`src/rtl/muldiv_unit.sv`:
```
// Iterative MIPS mult/multu/div/divu unit with architectural HI/LO registers.
// Shift-add multiply and restoring divide, n iterations plus one fix-up cycle.
//
// state | meaning
// IDLE  | waiting for start; mthi/mtlo writes accepted
// RUN   | n iterations of shift-add or restoring divide
// FIX   | sign correction, HI/LO update, done pulse (also div-by-zero report)
module muldiv_unit #(
  parameter int n = 32
) (
  input  logic         clk_i,
  input  logic         rst_n_i,
  input  logic         start_i,
  input  logic [1:0]   op_i,
  input  logic [n-1:0] a_i,
  input  logic [n-1:0] b_i,
  input  logic         wr_hi_i,
  input  logic         wr_lo_i,
  input  logic [n-1:0] wdata_i,
  output logic [n-1:0] hi_o,
  output logic [n-1:0] lo_o,
  output logic         busy_o,
  output logic         done_o,
  output logic         divz_o
);

  localparam int CW = $clog2(n);
  localparam logic [CW-1:0] LAST = CW'(n - 1);

  typedef enum logic [1:0] {
    S_IDLE,
    S_RUN,
    S_FIX
  } state_e;

  state_e         state_q, state_d;
  logic [CW-1:0]  cnt_q, cnt_d;
  logic           is_div_q, is_div_d;
  logic           sa_q, sa_d;
  logic           sb_q, sb_d;
  logic           dz_q, dz_d;
  logic [n-1:0]   opnd_q, opnd_d;
  logic [2*n-1:0] acc_q, acc_d;
  logic [n-1:0]   hi_q, hi_d;
  logic [n-1:0]   lo_q, lo_d;
  logic           busy_q, busy_d;
  logic           done_q, done_d;
  logic           divz_q, divz_d;

  logic           op_signed;
  logic           op_div;
  logic [n-1:0]   a_mag;
  logic [n-1:0]   b_mag;
  logic [n:0]     mul_sum;
  logic [n:0]     div_trial;
  logic [2*n-1:0] prod_neg;
  logic [n-1:0]   quo;
  logic [n-1:0]   rem;

  assign op_signed = ~op_i[0];
  assign op_div    = op_i[1];
  assign a_mag     = (op_signed && a_i[n-1]) ? -a_i : a_i;
  assign b_mag     = (op_signed && b_i[n-1]) ? -b_i : b_i;

  // Upper half of acc is the partial product (mult) or remainder (div).
  assign mul_sum   = {1'b0, acc_q[2*n-1:n]} + {1'b0, opnd_q};
  assign div_trial = acc_q[2*n-1:n-1] - {1'b0, opnd_q};
  assign prod_neg  = -acc_q;
  assign quo       = acc_q[n-1:0];
  assign rem       = acc_q[2*n-1:n];

  always_comb begin
    state_d  = state_q;
    cnt_d    = cnt_q;
    is_div_d = is_div_q;
    sa_d     = sa_q;
    sb_d     = sb_q;
    dz_d     = dz_q;
    opnd_d   = opnd_q;
    acc_d    = acc_q;
    hi_d     = hi_q;
    lo_d     = lo_q;
    done_d   = 1'b0;
    divz_d   = 1'b0;

    case (state_q)
      S_IDLE: begin
        if (wr_hi_i) hi_d = wdata_i;
        if (wr_lo_i) lo_d = wdata_i;
        if (start_i) begin
          is_div_d = op_div;
          sa_d     = op_signed & a_i[n-1];
          sb_d     = op_signed & b_i[n-1];
          cnt_d    = '0;
          if (op_div && (b_i == '0)) begin
            dz_d    = 1'b1;
            state_d = S_FIX;
          end else begin
            dz_d    = 1'b0;
            state_d = S_RUN;
            acc_d   = {{n{1'b0}}, (op_div ? a_mag : b_mag)};
            opnd_d  = op_div ? b_mag : a_mag;
          end
        end
      end

      S_RUN: begin
        if (is_div_q) begin
          if (!div_trial[n]) acc_d = {div_trial[n-1:0], acc_q[n-2:0], 1'b1};
          else               acc_d = {acc_q[2*n-2:0], 1'b0};
        end else begin
          if (acc_q[0]) acc_d = {mul_sum, acc_q[n-1:1]};
          else          acc_d = {1'b0, acc_q[2*n-1:1]};
        end
        if (cnt_q == LAST) begin
          cnt_d   = '0;
          state_d = S_FIX;
        end else begin
          cnt_d = cnt_q + 1'b1;
        end
      end

      S_FIX: begin
        state_d = S_IDLE;
        done_d  = 1'b1;
        if (dz_q) begin
          divz_d = 1'b1;
        end else if (is_div_q) begin
          lo_d = (sa_q ^ sb_q) ? -quo : quo;
          hi_d = sa_q ? -rem : rem;
        end else begin
          {hi_d, lo_d} = (sa_q ^ sb_q) ? prod_neg : acc_q;
        end
      end

      default: state_d = S_IDLE;
    endcase
  end

  assign busy_d = (state_d != S_IDLE);

  always_ff @(posedge clk_i) begin
    if (!rst_n_i) begin
      state_q  <= S_IDLE;
      cnt_q    <= '0;
      is_div_q <= 1'b0;
      sa_q     <= 1'b0;
      sb_q     <= 1'b0;
      dz_q     <= 1'b0;
      opnd_q   <= '0;
      acc_q    <= '0;
      hi_q     <= '0;
      lo_q     <= '0;
      busy_q   <= 1'b0;
      done_q   <= 1'b0;
      divz_q   <= 1'b0;
    end else begin
      state_q  <= state_d;
      cnt_q    <= cnt_d;
      is_div_q <= is_div_d;
      sa_q     <= sa_d;
      sb_q     <= sb_d;
      dz_q     <= dz_d;
      opnd_q   <= opnd_d;
      acc_q    <= acc_d;
      hi_q     <= hi_d;
      lo_q     <= lo_d;
      busy_q   <= busy_d;
      done_q   <= done_d;
      divz_q   <= divz_d;
    end
  end

  assign hi_o   = hi_q;
  assign lo_o   = lo_q;
  assign busy_o = busy_q;
  assign done_o = done_q;
  assign divz_o = divz_q;

endmodule

```
`config.mk`:
```
export PLATFORM = sky130hd
export DESIGN_NAME = muldiv_unit
export DESIGN_NICKNAME = d
export VERILOG_FILES = /design/src/rtl/muldiv_unit.sv
export SDC_FILE = /design/constraint.sdc
export NUM_CORES = 1
export LEC_CHECK = 0
export ABC_AREA = 1
export CORE_ASPECT_RATIO = 0.7
export CORE_MARGIN = 1.5
export CORE_UTILIZATION = 40
export CTS_CLUSTER_SIZE = 30
export DETAILED_ROUTE_END_ITERATION = 10
export GPL_ROUTABILITY_DRIVEN = 0
export SLEW_MARGIN = 20
export SYNTH_ARGS = -nofsm -noshare
export SYNTH_HDL_FRONTEND = slang
export SYNTH_SLANG_ARGS = --single-unit
```
`constraint.sdc`:
```
create_clock -name clk_i -period 2.92 [get_ports clk_i]
set_input_delay 0.438 -clock clk_i [delete_from_list [all_inputs] [get_ports clk_i]]
set_output_delay 0.438 -clock clk_i [all_outputs]
set_load 0.01 [all_outputs]
```
==> Word-level counts from Yosys, hierarchy flattened <==
Cells that the tools add are included.
{ "word_totals": {"register_bits": 174, "latchBits": 0, "ram_bits": 0, "mem_bits_ro": 0, "inputBits": 103, "output_inout_bits": 67, "wordCells": 80, "mem_count": 0} }
{ "classes": {"add_sub_neg": 8, "mul": 0, "n_div": 0, "magnitude_cmp": 0, "eq_ne": 8, "shifts": 0, "mux": 31, "bitwise": 5, "reduce_logical": 15} }
{ "ops": {"columns": ["op", "count"], "rows": [
  ["$mux 32", 12],
  ["$mux 64", 6],
  ["$neg 32->32", 4],
  ["$pmux 32 s2", 2],
  ["$pmux 64 s2", 1],
  ["$neg 64->64", 1],
  ["$add 32x32->33", 1],
  ["$sub 33x32->33", 1],
  ["$logic_not 32->1", 1],
  ["$reduce_and 3->1", 4],
  ["$mux 5", 2],
  ["$ne 2x2->1 const B", 5],
  ["$pmux 5 s2", 1],
  ["$mux 2", 3],
  ["$reduce_and 2->1", 3],
  ["$reduce_bool 2->1", 3],
  ["$add 5x1->5 const B", 1],
  ["$eq 5x5->1 const B", 1],
  ["$pmux 2 s2", 1],
  ["$logic_and 1x1->1", 3],
  ["$mux 1", 3],
  ["$and 1x1->1", 2],
  ["$eq 2x1->1 const B", 1],
  ["$eq 2x2->1 const B", 1],
  ["other kinds (3)", 4]
]} }

==> Longest topological paths before layout <==
{ "depth": {"ltp_word": 7, "ltp_mapped": 19, "ltp_nobuf": 19} }

==> Least setup slack after synthesis <==
No wires, ideal clock.
{ "synth_timing": {"path_type": "reg2reg", "start": "register acc_q[31]", "end": "register acc_q[57]", "arrival_ns": 2.228, "required_time_ns": 2.784, "path_slack_ns": 0.556, "stages_incl_launch_ff": 19, "synth_period_minus_slack_ns": 2.364, "cell_sequence": "dfxtp_1 inv_1 ha_1 fa_1 inv_1 nand2_1 nand2_1 nand3_1 nand2_1 nand2_1 nand2_2 nand2_2 nand3_1 nand2_4 buf_4 nand2_1 nand3_1 nand2_1 a21oi_2"} }
{ "synth_via": {"elab_chain_cells": 4} }
{ "synth_rtl": {"columns": ["element", "line", "rtl"], "rows": [
  ["start: declaration", "43", "logic [2*n-1:0] acc_q, acc_d;"],
  ["start signal: assignment", "151", "acc_q <= '0;"],
  ["start signal: assignment", "165", "acc_q <= acc_d;"],
  ["$sub 33x32->33", "67", "assign div_trial = acc_q[2*n-1:n-1] - {1'b0, opnd_q};"],
  ["$mux 64", "109", "if (!div_trial[n]) acc_d = {div_trial[n-1:0], acc_q[n-2:0], 1'b1};"],
  ["$mux 64", "108", "if (is_div_q) begin"],
  ["$pmux 64 s2", "86", "case (state_q)"]
]} }
No other way between the ends.
A chain may end at the register's enable or synchronous reset.

==> Worst setup path after layout <==
{ "layout_timing": {"start": "register acc_q[1]", "end": "register hi_q[2], in the netlist hi_o[2]"} }
{ "layout_via": {"elab_chain_cells": 5} }
{ "layout_rtl": {"columns": ["element", "line", "rtl"], "rows": [
  ["$neg 64->64", "68", "assign prod_neg = -acc_q;"],
  ["$mux 64", "132", "{hi_d, lo_d} = (sa_q ^ sb_q) ? prod_neg : acc_q;"],
  ["$mux 32", "128", "end else if (is_div_q) begin"],
  ["$mux 32", "126", "if (dz_q) begin"],
  ["$pmux 32 s2", "86", null],
  ["end signal: assignment", "166", "hi_q <= hi_d;"],
  ["end: declaration", "44", "logic [n-1:0] hi_q, hi_d;"]
]} }
No other way between the ends. The select of a mux whose other input is x is not followed.

==> run_results.csv <==
group,metric,value,unit
clocking,clock-root-buffer,"clkbuf_16",
synthesis,ys_top_cells_by_area,"nand2_1 21%, dfxtp_1 19%, a21oi_1 9.2%",
clocking,post_cts_buffers,0,
timing,fmax,363,MHz
cells_and_area,seq_area,0.00349,mm²
synthesis,synth_area,0.0181,mm²
critical_path,r2r-start,"acc_q[1]",
global_route,first_global_vias,19964,
critical_path,critPathLaunch,"acc_q[1]",
synthesis,synth-main-ff-cell,"dfxtp_1",
clocking,cts_sinks,174,
timing,slew_headroom,0.525,
timing,finalCritPeriodShare,0.943,
global_route,grt_max_degree,118,
synthesis,syn_area_per_cell,5.52,µm²
synthesis,async_flop_share,0,
global_route,grt_pass1_wl,118000,µm
cells_and_area,layout-drive-gt1-share,0.0609,
synthesis,yosysTopAreaCell,"nand2_1",
cells_and_area,final_common_cell,"nand2_1",
floorplan,start_util,0.404,
global_route,grt_usage,0.327,
cells_and_area,fill_cells,4768,
min_path,hold_start,"cnt_q[3]",
clocking,cts_tree,"done",
timing,setup_violations,0,
clocking,ctsHoldBuffers,0,
cells_and_area,areaGrowthSynthToFinish,17.8,%
floorplan,die_area,0.0467,mm²
cells_and_area,fin_nets,3609,
critical_path,worst_setup_path_start_kind,"flop",
synthesis,synth_seq_cells,174,
power_and_ir_drop,power_leakage,10.2,nW
synthesis,yosysWarningCount,0,
route,drtPass1Iterations,6,
clocking,clk_pin_slew,0.09,ns
place,portBuffers,169,
critical_path,crit_arrival,3.08,ns
run,maxCapViolations,0,
global_route,grt_antenna_before_repair,2,
synthesis,synth_nets,3464,
floorplan,num_rows,65,
min_path,hold_path_class,"reg2reg",
critical_path,crit_required,3.24,ns
critical_path,crit_type,"reg2reg",
timing,clock-skew-final,0.0216,ns
synthesis,synth_top_area_frac,0.208,
cells_and_area,num_antenna_cells,0,
timing,period_needed,2.75,ns
synthesis,ys_types,54,
global_route,grt-ovfl-total,0,
place,placed_area,0.0207,mm²
clocking,htree_num_levels,4,
route,vias_per_cell,5.56,
timing,rsz0062_at_grt,"no",
synthesis,synth_edf_count,0,
cells_and_area,final_cell_mix,"1004 x nand2_1, 439 x inv_1, 331 x a21oi_1",
floorplan,die_h,181,µm
timing,hold_violations,0,
route,drt-initial-drc-count,3049,
cells_and_area,multiInputGateArea,0.0124,mm²
synthesis,synth_cells,3289,
power_and_ir_drop,power_density,439,mW/mm²
synthesis,synth_seq_area_share,0.192,
floorplan,fp.dieW,258,µm
route,route.detailed.drc,0,
route,ant_nets,0,
floorplan,io_pins,170,
timing,tns,0,ns
clocking,numCtsBuffers,17,
floorplan,coreArea,0.0449,mm²
critical_path,rrSetupSlack,0.17,ns
timing,slew_viol_final,0,
clocking,clock_latency,0.47,ns
clocking,cts-resized-gates,0,
clocking,cts.path.max_buffers,2,
critical_path,crit_path_max_fanout,7,
timing,tightest_slew,0.713,ns
route,finalWirelength,78300,µm
place,dp_hpwl,63000,µm
power_and_ir_drop,ir_worst_vdd,0.421,mV
route,via_count,22531,
cells_and_area,finalInstanceArea,0.0214,mm²
outcome,status,"finished clean",
critical_path,endpoint_kind,"flop",
route,wire_per_inst,19.3,µm
area by class of cell:
cell class,instances,area share
Clock buffer,17,0.0199
Clock inverter,15,0.00954
Inverter,453,0.0797
Multi-Input combinational cell,2529,0.580
Sequential cell,174,0.163
Tap cell,603,0.0353
Timing Repair Buffer,259,0.113
state kept, by name, summed over array words and instances (netlist names):
register,count
divz_o,1
done_o,1
is_div_q,1
acc_q,64
sb_q,1
state_q,2
hi_o,32
lo_o,32
opnd_q,32
sa_q,1
dz_q,1
busy_o,1
cnt_q,5
path summary, 6_finish.rpt:
path | endpoint | cells after the start
setup / recovery | hi_o[2] | 11
hold / removal | cnt_q[3] | 2
setup reg to reg | hi_o[2] | 11
hold reg to reg | cnt_q[3] | 2
synthesized netlist by cell type (13+ instances only):
cell type  count
nand4_1       35
a31oi_1       22
xor2_1        51
inv_1        440
dfxtp_1      174
clkbuf_1      99
a21oi_1      332
o211ai_1      18
ha_1          70
nand2_1     1005
nand2_2       13
xnor2_1       17
a21oi_2       14
nor2_1       274
nand3_1      302
nor3_1        39
o21ai_0      229
nand3b_1      15
per-layer routing:
layer	GRT usage	wire, µm	vias to the layer above
met4	0.0758	1770	4
met3	0.0986	11200	117
met2	0.434	29200	1279
li1	-	-	10914
met1	0.500	36100	10217
met5	0	29	-
power by group:
group	leakage, nW	switching, W	internal (W)
combinational	8.51	0.00268	0.00137
clock	0.304	0.00126	0.00126
sequential	1.44	0.000254	0.00257
metrics by stage:
step | cells | util | hold WS (ns) | setup WS [ns] | power, W
floorplan | 3289 | - | 0.445 | 0.556 | 0.00536
global placement | 4018 | 0.462 | 0.453 | 0.192 | 0.00672
detailed placement | 4018 | 0.462 | 0.462 | 0.110 | 0.00675
CTS | 4050 | 0.476 | 0.476 | 0.227 | 0.00925
global route | 4050 | 0.476 | 0.519 | 0.00323 | 0.00990
finish | 4050 | 0.476 | 0.474 | 0.167 | 0.00939
critical path: stages, from the launching register on:
cell,delay [ns]
dfxtp_1,0.32
inv_1,0.28
ha_1,0.26
inv_1,0.08
nor3_4,0.16
nand2_2,0.13
nor2_4,0.24
nand4_1,0.23
nand2_1,0.16
o21ai_0,0.11
o21ai_0,0.49
a31oi_1,0.14
cell families after synthesis:
| group | count (synthesis) | share of synthesized area |
|---|---|---|
| flip-flops | 174 | 0.192 |
| XOR/XNOR | 68 | 0.0328 |
| adder cells (fa/ha/maj) | 72 | 0.0505 |
| buffers and inverters | 586 | 0.127 |
| AND/OR/NAND/NOR | 1734 | 0.406 |
| AO/OA/AOI/OAI | 655 | 0.192 |
(Power assumes the default switching activity.)
